--- config.mk ---
export PLATFORM = sky130hd
export DESIGN_NAME = host_frame_codec
export DESIGN_NICKNAME = d
export VERILOG_FILES = /design/src/rtl/host_frame_codec.sv
export SDC_FILE = /design/constraint.sdc
export NUM_CORES = 1
export LEC_CHECK = 0
export CORE_MARGIN = 5
export CORE_UTILIZATION = 50
export CTS_CLUSTER_SIZE = 16
export DETAILED_ROUTE_END_ITERATION = 7
export GPL_TIMING_DRIVEN = 0
export HOLD_SLACK_MARGIN = 0.15
export PLACE_DENSITY = 0.79
export RECOVER_POWER = 100
export SLEW_MARGIN = 20
export SYNTH_ARGS = -nofsm -noshare
export SYNTH_HDL_FRONTEND = slang
export SYNTH_SLANG_ARGS = --single-unit
--- constraint.sdc ---
create_clock -name clk -period 2.1 [get_ports clk]
set_clock_uncertainty 0.05 [all_clocks]
set_input_delay 0.21 -clock clk [delete_from_list [all_inputs] [get_ports clk]]
set_output_delay 0.21 -clock clk [all_outputs]
set_load 0.02 [all_outputs]
--- src/rtl/host_frame_codec.sv ---
// Host byte link <-> 34-bit FIFO word codec: packs 5-byte host frames into {addr,data} words
// for the down FIFO, and serialises up-FIFO words back into 5-byte frames.
module host_frame_codec #(
  parameter logic [3:0] HDR_MAGIC      = 4'hA,
  parameter int         TIMEOUT_CYCLES = 1000
) (
  input  logic        clk,
  input  logic        rst,
  input  logic [7:0]  rx_byte,
  input  logic        rx_valid,
  output logic [7:0]  tx_byte,
  output logic        tx_valid,
  input  logic        tx_ready,
  output logic [33:0] down_fifo_write_data,
  output logic        down_fifo_write_inc,
  input  logic        down_fifo_write_full,
  input  logic [33:0] up_fifo_read_data,
  output logic        up_fifo_read_inc,
  input  logic        up_fifo_read_empty,
  output logic        frame_err,
  output logic        rx_drop
);

  localparam int TW = (TIMEOUT_CYCLES > 2) ? $clog2(TIMEOUT_CYCLES) : 1;
  localparam logic [TW-1:0] TIMER_LAST = TW'(TIMEOUT_CYCLES - 1);

  typedef enum logic [1:0] {R_IDLE, R_DATA, R_PUSH} rx_state_t;
  typedef enum logic       {T_IDLE, T_SEND} tx_state_t;

  rx_state_t       rx_state_q, rx_state_d;
  logic [1:0]      addr_q, addr_d;
  logic [31:0]     data_q, data_d;
  logic [1:0]      cnt_q, cnt_d;
  logic [TW-1:0]   timer_q, timer_d;
  logic            frame_err_q, frame_err_d;
  logic            rx_drop_q, rx_drop_d;

  tx_state_t       tx_state_q, tx_state_d;
  logic [33:0]     word_q, word_d;
  logic [2:0]      idx_q, idx_d;
  logic            read_inc_q, read_inc_d;

  logic            hdr_ok;
  assign hdr_ok = (rx_byte[7:4] == HDR_MAGIC) && (rx_byte[3:2] == 2'b00);

  always_ff @(posedge clk) begin
    if (rst) begin
      rx_state_q  <= R_IDLE;
      addr_q      <= '0;
      data_q      <= '0;
      cnt_q       <= '0;
      timer_q     <= '0;
      frame_err_q <= 1'b0;
      rx_drop_q   <= 1'b0;
      tx_state_q  <= T_IDLE;
      word_q      <= '0;
      idx_q       <= '0;
      read_inc_q  <= 1'b0;
    end else begin
      rx_state_q  <= rx_state_d;
      addr_q      <= addr_d;
      data_q      <= data_d;
      cnt_q       <= cnt_d;
      timer_q     <= timer_d;
      frame_err_q <= frame_err_d;
      rx_drop_q   <= rx_drop_d;
      tx_state_q  <= tx_state_d;
      word_q      <= word_d;
      idx_q       <= idx_d;
      read_inc_q  <= read_inc_d;
    end
  end

  always_comb begin
    rx_state_d          = rx_state_q;
    addr_d              = addr_q;
    data_d              = data_q;
    cnt_d               = cnt_q;
    timer_d             = timer_q;
    frame_err_d         = 1'b0;
    rx_drop_d           = 1'b0;
    down_fifo_write_inc = 1'b0;
    case (rx_state_q)
      R_IDLE: begin
        timer_d = '0;
        if (rx_valid) begin
          if (hdr_ok) begin
            addr_d     = rx_byte[1:0];
            data_d     = '0;
            cnt_d      = '0;
            rx_state_d = R_DATA;
          end else begin
            frame_err_d = 1'b1;
          end
        end
      end
      R_DATA: begin
        if (rx_valid) begin
          data_d[{cnt_q, 3'b000} +: 8] = rx_byte;
          cnt_d   = cnt_q + 2'd1;
          timer_d = '0;
          if (cnt_q == 2'd3) rx_state_d = R_PUSH;
        end else if (timer_q == TIMER_LAST) begin
          frame_err_d = 1'b1;
          timer_d     = '0;
          rx_state_d  = R_IDLE;
        end else begin
          timer_d = timer_q + TW'(1);
        end
      end
      R_PUSH: begin
        // No back-pressure on the host link, so anything arriving while the word waits is lost.
        if (rx_valid) rx_drop_d = 1'b1;
        if (!down_fifo_write_full) begin
          down_fifo_write_inc = 1'b1;
          rx_state_d          = R_IDLE;
        end
      end
      default: rx_state_d = R_IDLE;
    endcase
  end

  always_comb begin
    tx_state_d = tx_state_q;
    word_d     = word_q;
    idx_d      = idx_q;
    read_inc_d = 1'b0;
    case (tx_state_q)
      T_IDLE: begin
        if (!up_fifo_read_empty) begin
          word_d     = up_fifo_read_data;
          idx_d      = '0;
          read_inc_d = 1'b1;
          tx_state_d = T_SEND;
        end
      end
      T_SEND: begin
        if (tx_ready) begin
          if (idx_q == 3'd4) tx_state_d = T_IDLE;
          else               idx_d      = idx_q + 3'd1;
        end
      end
      default: tx_state_d = T_IDLE;
    endcase
  end

  always_comb begin
    tx_byte = 8'h00;
    if (tx_state_q == T_SEND) begin
      case (idx_q)
        3'd0:    tx_byte = {HDR_MAGIC, 2'b00, word_q[33:32]};
        3'd1:    tx_byte = word_q[7:0];
        3'd2:    tx_byte = word_q[15:8];
        3'd3:    tx_byte = word_q[23:16];
        3'd4:    tx_byte = word_q[31:24];
        default: tx_byte = 8'h00;
      endcase
    end
  end

  assign tx_valid             = (tx_state_q == T_SEND);
  assign up_fifo_read_inc     = read_inc_q;
  assign down_fifo_write_data = {addr_q, data_q};
  assign frame_err            = frame_err_q;
  assign rx_drop              = rx_drop_q;

endmodule

After elaboration in Yosys (flattened, before gate mapping) --
Cells that the tools add are included.
Word-level totals: word-level logic and storage cells 87, register bits after elaboration 89, bits of input ports 48
Operators by class: multiplexer cells 37, $add $sub $neg 4, bitwise logic cells 3, reductions and logical operators 12, shifts and indexed selects 2, equal/unequal tests 18
Operators by type and width (number):
- $mux W32 | 3
- $pmux W32 S2 | 1
- $pmux W8 S5 | 1
- $bwmux W32 | 1
- $shift A8 B7 Y32 const A | 1
- $shiftx A8 B7 Y32 | 1
- $mux W10 | 2
- $pmux W10 S2 | 1
- $mux W2 | 9
- $ne A2 B2 Y1 const B | 7
- $add A10 B1 Y10 const B | 1
- $eq A10 B10 Y1 const B | 1
- $mux W1 | 10
- $mux W3 | 3
- $mux W8 | 1
- $neg A5 Y7 | 1
- $eq A3 B2 Y1 const B | 2
- $ne A3 B3 Y1 const B | 2
- $pmux W2 S3 | 1
- $pmux W3 S2 | 1
- $reduce_and A3 Y1 | 2
- $reduce_and A5 Y1 | 1
- $eq A2 B2 Y1 const B | 2
- $eq A4 B4 Y1 const B | 1
- other kinds (15) | 20

Logic depth before layout (Yosys ltp) --
Gate-level depths: netlist of the first run.
depth after elaboration 5, gate-level depth with buffers 8, gate-level depth less buffers 6

Worst setup path before layout of the first run --
OpenSTA, ideal clock, no wires.
path type reg2out, start register idx_q[2], end output port tx_byte[5], path buffers 3, arrival 1.773 ns, stages on the path, launching flop included 9, required time 1.840 ns, path slack 0.067 ns, cell sequence dfxtp_1 > clkbuf_1 > buf_1 > inv_1 > ha_1 > clkbuf_1 > a222oi_1 > o21a_1 > nor2_1
Between the ends: word-level cells in the longest chain between the ends 3
RTL lines:
- start: declaration | line 40 | logic [2:0] idx_q, idx_d;
- start signal: assignment | line 69 | idx_q <= idx_d;
- $eq A3 B3 Y1 (tied with other cells) | line 150 | case (idx_q)
- $pmux W8 S5 * | line 150
- $mux W8 * | line 149 | if (tx_state_q == T_SEND) begin
- end: declaration | line 11 | output logic [7:0] tx_byte,
Mark *: on every way between the ends. The rest lies on a longest branch, timed or not.

Worst setup path in the final report of the first run --
start register idx_q[0], end output port tx_byte[7]
Same word-level chain as after synthesis.

==> qor.yml, run 1 <==
status: "finished with violations"
violations: "setup timing"
post-route-period-util: 1.02
cpPeakStageDelay_ps: 400
die_area_mm2: 0.0103
switching_share: 0.242
stdcell_area_mm2: 0.00566
hold_violations: 0
io_pins: 95
clkSinkCount: 89
crit_path_max_fanout: 9
seqPwrFrac: 0.499
finalSetupViolCount: 4
die_h_um: 101
cp.arrival_ps: 1890
cts_buffers: 9
synthAdderAreaFrac: 0.0331
p_int_uw: 2680
relSlewSlack: 0.526
path_cells: "inv_2 -> ha_4 -> nor3_4 -> nor2_2 -> o21ai_4 -> buf_4 -> nor2_1 -> buf_4"
core_area_mm2: 0.00818
synthCells: 518
cp.required_ps: 1840
crit_top_cell: "buf_4"
synth-compound-area-share: 0.167
synth-simple-area-share: 0.285
num_rows: 33
p_sw_uw: 853
io_buffers: 92
area_growth_pct: 35.9
antenna_found_initial: 0
antennaDiodeCount: 0
postPlaceCellArea_mm2: 0.00522
die_w_um: 101
finalCriticalPeriod_ps: 2150
clock_latency_ps: 360
setup_ws_ps: -49.5
fmax_ghz: 0.465
yosys_register_bits: 89
synth_flop_cell: "dfxtp_1"
path_delay_family: "flip-flops"
synth_top_family_by_area: "simple AND/OR/NAND/NOR gates"
cts-root-buf: "clkbuf_8"
drtIter0Drc: 288
rsz0062_at_grt: "yes"
r2r-start: "cnt_q[0]"
drcViolationCount: 0
cp_slowest_cell: "dfxtp_4"
clockBufferDepth: 2
place_ws_ps: -841
ant_nets: 0
synth_mux_area_frac: 0.0264
synth-xor-area-share: 0.0147
track_usage: 0.234
end_kind: "output pin"
start_util: 0.509
clkPwrFrac: 0.394
tightest_slew_ps: 709
start_kind: "register"
regToRegEndpoint: "data_q[14]"
synthesis.nets: 577
overflow: 0
power_density_mw_per_mm2: 624
hpwl_um: 8520
drv_slew: 0
routedWlPerCell_um: 16.7
nFillCells: 655
drt_wl_total_um: 12300
routabilityCongestion: 0.874
ys_async_sr_fraction: 0
critical_path_class: "register to output pin"
combPwrFrac: 0.107
peakVddDrop_mv: 0.488
via_count: 4221
cp_num_cells: 8
grt_pass1_wl_um: 19400
rrSetupSlack_ps: -40
yosysWarnings: 0
drive_above_1_share: 0.109
synth_edf_count: 0
ys_seq_area_frac: 0.428
hold_end: "rx_drop"
finalNetCount: 687
dr.pass1.iters: 5
whs_path_depth: 2
syn_area_mm2: 0.00416
grt_start_max_net_pins: 15
hold_start: "rx_valid"
tritoncts: "done"
rr_worst_depth: 6
htreeDepth: 3
hold_path.class: "primary input to register"
crit_buf_inv: 3
clkTransAtPathRegs_ps: 90
synth.avg_cell_area_um2: 8.04
leakage_uw: 0.00223
drv_cap: 0
yosysUniqueCellTypes: 47
place_inst: 715
viasPerCell: 5.74
grt_pass1_vias: 4019
layout.cells.non_filler: 736
## placed cells by master (no fill, tap or decap), types with 3 or more instances in the layout
cell type         n
inv_1            11
clkbuf_2          6
nor2b_1          20
a31oi_1           5
dfxtp_1          86
mux2i_1          11
clkbuf_8         11
a222oi_1          4
nor2_1           28
ha_4              4
o21ai_0          27
buf_2             3
xnor2_1           3
and3_1            3
xor2_1            4
bufinv_16         3
nand2_1          97
or4_1             9
nand4_1          11
a22oi_1           3
nand3_1          19
nand2b_1         11
clkbuf_1         22
ha_1              6
buf_4            15
dlygate4sd3_1    39
and4b_1           8
a21oi_1          63
clkdlybuf4s50_1  44
## metal layers
| metal | vias to the layer above | track usage | part of all wire |
|---|---|---|---|
| li1 | 2030 | - | - |
| met1 | 1984 | 0.295 | 0.42 |
| met2 | 183 | 0.393 | 0.49 |
| met3 | 24 | 0.0599 | 0.079 |
| met4 | 0 | 0.0706 | 0.018 |
| met5 | - | 0 | 0 |
## flip-flops by register name, summed over array words and instances, names as in the netlist
register and flops:
cnt_q 2, rx_drop 1, timer_q 10, word_q 34, frame_err 1, tx_valid 1, rx_state_q 2, idx_q 3
data_q 32, up_fifo_read_inc 1, addr_q 2
## through the flow
stage	util	power, uW	hold WS [ps]	TNS (ps)
after global routing	0.692	3650	225	-1950
after detailed placement	0.638	2150	400	-8220
final	0.692	3530	234	-132
after CTS	0.680	3510	219	-72.2
after floorplan	-	1970	296	0
after global placement	0.638	2140	393	-7280
## layout make-up
| type | count | area (um^2) | area share |
|---|---|---|---|
| clock buffers | 9 | 124 | 0.0219 |
| repair buffers | 101 | 962 | 0.170 |
| plain buffers | 34 | 168 | 0.0296 |
| inverters | 14 | 55.1 | 0.00973 |
| well taps | 105 | 131 | 0.0232 |
| flip-flops and latches | 89 | 1790 | 0.316 |
| multi-input cells | 379 | 2320 | 0.411 |
| clock inverters | 5 | 104 | 0.0184 |
## worst max path at each step
stage	startpoint	endpoint
after global routing	cnt_q[0]	data_q[14]
final	idx_q[0]	tx_byte[7]
after CTS	idx_q[0]	tx_byte[6]
after global placement	idx_q[2]	tx_byte[7]
after floorplan	idx_q[2]	tx_byte[5]
after detailed placement	idx_q[2]	tx_byte[5]
## synth_stat cells, types with 3 or more instances
cell      instances  area, um^2
and3_1            3        18.8
dfxtp_1          89        1780
a22oi_1           3        22.5
buf_1             3        11.3
a31oi_1           5        31.3
ha_1             11         138
nand4_1          11        68.8
a222oi_1          4        40.0
inv_1            14        52.6
nand2_1          97         364
or4_1             9        67.6
mux2i_1          11         110
nand3_1          20         100
xor2_1            4        35.0
and4b_1           8        80.1
xnor2_1           3        26.3
o21ai_0          29         145
nor3_1            3        15.0
nand2b_1         11        68.8
a221oi_1          4        35.0
nor2b_1          21         131
clkbuf_1         31         116
nor2_1           29         109
a21oi_1          65         325
## cells by family (layout without fill, tap and decap cells)
logic type,after synthesis,after routing
buffers and inverters,50,163
DFF,89,89
adders and majority gates,11,11
AOI/OAI and AO/OA,121,121
and+or+nand+nor,229,229
muxes,11,11
xor gates and xnor gates,7,7
## power by group through the flow
stage / logic, uW / registers, uW / clock network [uW]
floorplan: 176 / 1790 / 0
global placement: 344 / 1800 / 0
detailed placement: 349 / 1800 / 0
CTS: 362 / 1760 / 1390
global route: 411 / 1760 / 1480
finish: 378 / 1760 / 1390
## what timing repair did
item,in CTS,in global routing
setup endpoints to repair,17,54
pin swaps,6,10
hold buffers,0,0
gates resized for setup,69,29
buffers inserted,4,5
Note: power is estimated with default switching activity, not from simulation.
==> run 2: changes to the inputs <==
--- a/config.mk
+++ b/config.mk
@@ -6,12 +6,12 @@
 export NUM_CORES = 1
 export LEC_CHECK = 0
 export CORE_MARGIN = 5
-export CORE_UTILIZATION = 50
+export CORE_UTILIZATION = 45
 export CTS_CLUSTER_SIZE = 16
 export DETAILED_ROUTE_END_ITERATION = 7
 export GPL_TIMING_DRIVEN = 0
 export HOLD_SLACK_MARGIN = 0.15
-export PLACE_DENSITY = 0.79
+export PLACE_DENSITY = 0.75
 export RECOVER_POWER = 100
 export SLEW_MARGIN = 20
 export SYNTH_ARGS = -nofsm -noshare
==> constraint.sdc (replaced) <==
create_clock -name clk -period 1.9 [get_ports clk]
set_clock_uncertainty 0.05 [all_clocks]
set_input_delay 0.19 -clock clk [delete_from_list [all_inputs] [get_ports clk]]
set_output_delay 0.19 -clock clk [all_outputs]
set_load 0.02 [all_outputs]
==> qor.yml, run 2 (same netlist as run 1, synthesis figures left out) <==
status: "finished with violations"  # unchanged
violations: "setup timing"  # unchanged
regMostFlops: "word_q"  # unchanged
final_util: 0.643  # was 0.692
via_count: 4295  # was 4221
hold_path.class: "primary input to register"  # unchanged
crit_start: "idx_q[1]"  # was idx_q[0]
final_cell_mix: "nand2_1 (97), dfxtp_1 (83), a21oi_1 (56)"  # was nand2_1 (97), dfxtp_1 (86), a21oi_1 (63)
peakVddDrop_mv: 0.381  # was 0.488 mV
clkSinkCount: 89  # unchanged
reg_top3: "word_q: 34 flops, data_q: 32 flops, timer_q: 10 flops"  # unchanged
drive_above_1_share: 0.170  # was 0.109
setup_ws_ps: -158  # was -49.5 ps
drt_wl_total_um: 12800  # was 12300 um
num_rows: 35  # was 33
area_growth_pct: 40.6  # was 35.9%
grt_pass1_vias: 4152  # was 4019
track_usage: 0.216  # was 0.234
place_ws_ps: -655  # was -841 ps
cp.arrival_ps: 1820  # was 1890 ps
drv_slew: 0  # unchanged
overflow: 0  # unchanged
multi_input_area_mm2: 0.00242  # was 0.00232 mm^2
tritoncts: "done"  # unchanged
cts-root-buf: "clkbuf_8"  # unchanged
finalCriticalPeriod_ps: 2060
grt_start_max_net_pins: 17  # was 15
drv_cap: 0  # unchanged
grt_pass1_wl_um: 20000  # was 19400 um
finalNetCount: 702  # was 687
dr.pass1.iters: 6  # was 5
end_kind: "output pin"  # unchanged
start_util: 0.457  # was 0.509
die_w_um: 106  # was 101 um
drtIter0Drc: 195  # was 288
hold_violations: 0  # unchanged
start_kind: "register"  # unchanged
io_pins: 95  # unchanged
p_total_uw: 3590  # was 3530 uW
cts_buffers: 9  # unchanged
io_buffers: 92  # unchanged
finalSetupViolCount: 28  # was 4
layout_commonest_cell: "nand2_1"  # unchanged
finalSetupTns_ps: -1820  # was -132 ps
hpwl_um: 8650  # was 8520 um
power_density_mw_per_mm2: 613  # was 624 mW/mm^2
r2r-start: "cnt_q[0]"  # unchanged
critical_path_class: "register to output pin"  # unchanged
routabilityCongestion: 0.948  # was 0.874
rsz0062_at_grt: "yes"  # unchanged
drcViolationCount: 0  # unchanged
antennaDiodeCount: 0  # unchanged
leakage_uw: 0.00231  # was 0.00223 uW
cts_hold_buffers: 0  # unchanged
viasPerCell: 5.66  # was 5.74
post-route-period-util: 1.08
relSlewSlack: 0.576  # was 0.526
nFillCells: 766  # was 655
ant_nets: 0  # unchanged
crit_path_max_fanout: 7  # was 9
core_area_mm2: 0.00911  # was 0.00818 mm^2
clock_latency_ps: 350  # was 360 ps
tightest_slew_ps: 636  # was 709 ps
hold_start: "rx_byte[3]"  # was rx_valid
clkTransAtPathRegs_ps: 90  # about the same
htreeDepth: 3  # unchanged
routedWlPerCell_um: 16.9  # was 16.7 um
die_area_mm2: 0.0113  # was 0.0103 mm^2
cp.required_ps: 1660  # was 1840 ps
fmax_ghz: 0.486
ff_latch_area_mm2: 0.00180  # was 0.00179 mm^2
antenna_found_initial: 0  # unchanged
largest_reg_flops: 34  # unchanged
clockBufferDepth: 2  # unchanged
die_h_um: 106  # was 101 um
run 2: cell types whose count changed in the layout (fill, tap and decap cells not counted), moves of 7 or more:
cell,change
a21oi_1,-7
buf_4,+15
or4_1,-7
a21oi_2,+7
or4_4,+7
run 2: path summary, 6_finish.rpt:
check | slack, ps | to | depth (start not counted)
worst max register to register | -30 | data_q[13] | 6
worst min-delay path | 180 | data_q[3] | 3
worst max-delay path | -160 | tx_byte[0] | 7
worst min register to register | 420 | word_q[26] | 2
run 2: repair_timing:
action	in CTS	in global routing
endpoints found under the setup margin	26	70
buffers inserted	10	14
cloned	0	0
pin swaps	8	18
gates resized for setup	87	46
run 2: area by class of cell:
cell class	instances	share of cell area
Multi-Input combinational cell	379	0.414
Sequential cell	89	0.307
Timing Repair Buffer	116	0.185
Buffer	34	0.0293
Tap cell	111	0.0237
Clock buffer	10	0.0218
Inverter	14	0.0105
Clock inverter	6	0.00855
run 2: metal layers:
layer / up-vias / global-route usage / wire length (um)
met4: 0 / 0.0962 / 404
met2: 163 / 0.357 / 6240
met1: 2035 / 0.274 / 5340
met3: 38 / 0.0401 / 832
met5: - / 0 / 0
li1: 2059 / - / -
run 2: report_power, final:
part | internal (uW) | total [uW] | leakage (uW) | switching, uW
logic | 188 | 426 | 0.00150 | 238
registers | 1910 | 1950 | 0.000727 | 35.0
clock network | 490 | 1220 | 0.0000835 | 727
total | 2590 | 3590 | 0.00231 | 999
run 2: critical path, stage by stage, from the launching register on:
cell and delay [ps]:
dfxtp_4 380, buf_4 140, ha_4 180, a222oi_1 300, o21ai_1 110, a21oi_1 130
nor2_1 60, buf_4 160
run 2: metrics by stage:
stage | cell area, um^2 | hold WS (ps) | std cells
6_report | 5860 | 180 | 759
5_1_grt | 5860 | 208 | 759
4_1_cts | 5600 | 172 | 745
3_5_place_dp | 5230 | 397 | 721
3_3_place_gp | 5230 | 394 | 721
2_1_floorplan | 4170 | 276 | 518
==> edit 1 (config.mk and constraints of run 1) <==
Set the parameter `TIMEOUT_CYCLES` to 2000 (it was 1000).
--- a/src/rtl/host_frame_codec.sv
+++ b/src/rtl/host_frame_codec.sv
@@ -4,3 +4,3 @@
   parameter logic [3:0] HDR_MAGIC      = 4'hA,
-  parameter int         TIMEOUT_CYCLES = 1000
+  parameter int         TIMEOUT_CYCLES = 2000
 ) (
Check against the original RTL: same outputs for any inputs over 4 cycles, from zero or initial values and one cycle with rst high; that may be too few to reach the edited logic, so the function may still have changed.
==> edit 1 against run 1 <==
The flow still finishes with violations (negative setup slack); wire length fell by 3.5%; total power fell by 9.2%; worst setup slack worse by 0.013 ns; synthesized cell count decreased by 5.8%; design area down 3.6%; global-route usage barely moved; sequential cell count is 1 higher; synthesized area is 3.6% lower.
==> edit 1: results (changes against run 1) <==
status=finished, violations left; failing checks=negative setup slack; GR Util All Layers=23.4% (about the same); placed cell area=0.00507 mm² (-2.8%); hold_sp=up_fifo_read_data[21]; WHS Endpoint=word_q[21]; CTS max path bufs=2 (unchanged); Worst Hold Depth=3 (+1); CTS clk-pin slew, worst paths=0.09 ns (about the same); GPL Wtd Cong=0.864 (-1.2%); HP Class=primary input to flip-flop; FF-to-FF path depth=7 (+1); syn_area_per_cell=8.23 µm² (+2.3%); Avg Vias per Cell=5.88 (+2.5%); flop-to-flop setup slack=0.16 ns (+0.20 ns); DR WL/cell=16.8 µm (+0.59%); reg2reg start=cnt_q[0]; hold_ws=0.346 ns (+0.113 ns); ant diodes=0 (unchanged); largest net degree at the start of global routing=16 (+1); HPWL after DPL=8.25 mm (-3.2%); first-pass GRT wire length=18.7 mm (-3.6%); input/output buffers=93 (+1.1%); CP startpoint=idx_q[0]; DRT iter0 DRCs=233 (-19%); Nets=659 (-4.1%); final worst setup slack=-0.0629 ns (-0.0134 ns); layout cell share with drive strength beyond 1=12.6% (+1.6 points); initial antenna violation count=0 (unchanged); Syn Nets=547 (-5.2%); Synth top cells by count=dfxtp_1 (90), nand2_1 (83), a21oi_1 (81); Worst Path Arrival=1.90 ns; Placed Instances=683 (-4.5%); Seq/Total Area, Yosys=44.9% (+2.1 points); Synthesis Warnings=0 (unchanged); final setup fails=2 (-2); via count=4150 (-1.7%); Num CTS Buffers=9 (unchanged); ranking of synthesized cells by area=dfxtp_1 (45%), a21oi_1 (10%), nand2_1 (7.8%); Regs by FF count=word_q: 34 flops, data_q: 32 flops, timer_q: 11 flops; VDD IR max=0.330 mV (-32%); vias in the first global route=3860 (-4.0%); Netlist cell types=47 (unchanged); worst r2r dst=data_q[28]; top_reg_cell synth=dfxtp_1; leakage=1.89 nW (-15%); crit path max fanout=7 (-2); Worst Tran Pin Value=0.590 ns (-0.119 ns); DR pass1 iterations=5 (unchanged)
[edit 1: final cells by class]
| type | count | area [µm²] |
|---|---|---|
| clock inverter | 6 | 42.5 |
| sequential | 90 | 1810 |
| tap | 102 | 128 |
| buffer | 30 | 149 |
| timing repair buffer | 104 | 1000 |
| inverter | 5 | 25.0 |
| multi-input combinational | 360 | 2170 |
| clock buffer | 9 | 124 |
| fill | 640 | 2310 |
[edit 1: worst max-delay path by stage]
stage | end | depth (start not counted)
after global placement | tx_byte[7] | 8
final | tx_byte[1] | 8
after CTS | tx_byte[1] | 8
after detailed placement | tx_byte[7] | 8
after floorplan | tx_byte[0] | 6
after global routing | tx_byte[1] | 8
[edit 1: routing by layer]
layer / track usage, % / routed length (µm) / vias up
li1: - / - / 1976
met1: 28.8 / 4990 / 1950
met2: 38.5 / 5650 / 190
met3: 6.31 / 930 / 34
met4: 9.66 / 307 / 0
met5: 0 / 0 / -
[edit 1: what timing repair did]
item,in CTS,in global routing
endpoints found under the setup margin,9,36
gates resized for setup,60,29
buffers inserted,6,5
pin swaps,6,14
gates cloned,0,0
[edit 1: metrics by stage]
step	TNS, ns	power, mW	worst slack, ns
floorplan	0	1.98	0.211
detailed placement	-3.97	2.16	-0.538
global route	-0.391	3.32	-0.101
CTS	-0.149	3.19	-0.0566
finish	-0.0663	3.20	-0.0629
global placement	-3.88	2.16	-0.549
[edit 1: power breakdown]
part / switching (mW) / internal [mW] / total [mW]
sequential: 0.0340 / 1.75 / 1.78
combinational: 0.207 / 0.173 / 0.379
clock: 0.617 / 0.425 / 1.04
total: 0.858 / 2.35 / 3.20
[edit 1: cell families after synthesis]
group           count (synthesis)  share of synthesized area, %
compound gates                144                          20.4
xor+xnor                        9                          1.96
fa+ha+maj                      11                          3.43
buf+inv                        38                          3.83
flops                          90                          44.9
mux                             3                         0.748
simple gates                  193                          24.7
[edit 1: worst max-delay path: stages, from the launching register on]
cell	delay [ns]
dfxtp_4	0.38
inv_2	0.07
ha_4	0.17
buf_8	0.13
a222oi_1	0.30
o21ai_1	0.10
a21oi_1	0.16
nor2_1	0.08
buf_4	0.16
==> edit 2 (config.mk and constraints of run 1) <==
Made on the original files. Encoding of `rx_state_t`: now one-hot (3 bits for 3 states).
--- a/src/rtl/host_frame_codec.sv
+++ b/src/rtl/host_frame_codec.sv
@@ -26,3 +26,3 @@
 
-  typedef enum logic [1:0] {R_IDLE, R_DATA, R_PUSH} rx_state_t;
+  typedef enum logic [2:0] {R_IDLE = 3'b001, R_DATA = 3'b010, R_PUSH = 3'b100} rx_state_t;
   typedef enum logic       {T_IDLE, T_SEND} tx_state_t;
Behaviour: no difference found for any inputs over 4 cycles, from zero or initial values and one cycle with rst high; so few cycles prove little.
==> edit 2 against run 1 <==
The run still ends with negative setup slack left; worst setup slack better by 0.048 ns; design area grew 0.57%; synthesized area is 2.3% higher; count of clock-buffer cells in the layout is 1 higher; total power down 3.1%; sequential cell count increased by 1; wire length decreased by 6.6%; synthesized cell count is 4.8% lower; largest cell class unchanged.
==> edit 2: results (changes against run 1) <==
Synth top cells by count=nand2_1 (113), dfxtp_1 (90), a21oi_1 (49); Worst Path Arrival=1.84 ns (-0.05 ns); Worst Tran Pin Value=0.660 ns (-0.0489 ns); post-CTS setup buffer count=6 (+2); VDD IR max=0.422 mV (-14%); Clk pwr share=37.4% (-2.0 points); post-synth top area share=42.3% (-0.50 points); final setup fails=1 (-3); Setup TNS Final=-0.00118 ns (+0.131 ns); final worst setup slack=-0.00118 ns (+0.0483 ns); Syn Nets=553 (-4.2%); initial antenna violation count=0 (unchanged); DR WL/cell=16.1 µm (-3.4%); Seq/Total Area, Yosys=42.3% (-0.50 points); # fillers=660 (+0.76%); DRT met1 WL=4.79 mm (-6.2%); DRT iter0 DRCs=297 (+3.1%); post_cts resized=62 (-10%); crit path max fanout=8 (-1); syn_area_per_cell=8.64 µm² (+7.5%); DR pass1 iterations=8 (+3); Nets=663 (-3.5%); final core occ=68.9% (-0.30 points); first-pass GRT wire length=18.1 mm (-6.8%); Setup WS pre-CTS=-0.570 ns (+0.271 ns); GR Util All Layers=21.8% (-1.5 points); Crit path max-delay family=compound AO/OA/AOI/OAI gates; via count=3934 (-6.8%); flop-to-flop setup slack=0.11 ns (+0.15 ns); HPWL after DPL=8.34 mm (-2.1%); routing usage on met2=35.5% (-3.8 points); leakage=2.08 nW (-7.1%); Internal=2.62 mW (-2.3%); FF-to-FF path depth=4 (-2); critical path's largest stage delay=0.38 ns (-0.02 ns); status=finished, violations left; switch share=23.6% (-0.60 points); failing checks=negative setup slack; crit path capture=tx_byte[1]; GPL Wtd Cong=0.920 (+5.3%); layout cell share with drive strength beyond 1=12.2% (+1.3 points); Placed Instances=690 (-3.5%); Clock Tree Root=clkbuf_8; placed cell area=0.00531 mm² (+1.8%); worst r2r dst=data_q[3]; hold_ws=0.264 ns (+0.0302 ns); ranking of synthesized cells by area=dfxtp_1 (42%), nand2_1 (10%), mux2i_1 (8.0%); global routing usage on met1=28.5% (-0.96 points); Avg Vias per Cell=5.53 (-3.7%); Routed met3 length=766 µm (-21%); metal2 WL=5.71 mm (-4.8%); Netlist cell types=52 (+11%); GRT met3 Usage=4.91% (-1.1 points)
edit 2: changes by cell type in the layout (fill, tap and decap cells not counted), sizes merged, moves of 5 or more:
cell	before	now
nand2	97	113
nand2b	11	34
nor3	4	10
nand3	20	2
nor2b	21	10
nor4b	1	6
a21oi	65	49
o21ai	30	5
or4	9	0
and4b	8	0
mux2i	11	34
clkbuf	39	30
inv	15	6
edit 2: kinds of logic (layout without fill, tap and decap cells):
kind of cell,Yosys count,in the layout,synth area share [%]
AO/OA/AOI/OAI,79,79,11.8
buffers and inverters,34,148,3.14
flip-flops,90,90,42.3
AND/OR/NAND/NOR,234,234,29.2
adder cells (fa/ha/maj),12,12,3.52
XOR/XNOR,10,10,2.06
multiplexers,34,34,7.99
edit 2: area by class of cell:
cell class	instances	share of cell area [%]
inverters	7	0.572
well taps	105	2.31
multi-input cells	369	42.5
clock buffers	10	2.42
repair buffers	101	16.7
clock inverters	5	1.39
plain buffers	25	2.18
flip-flops and latches	90	31.9
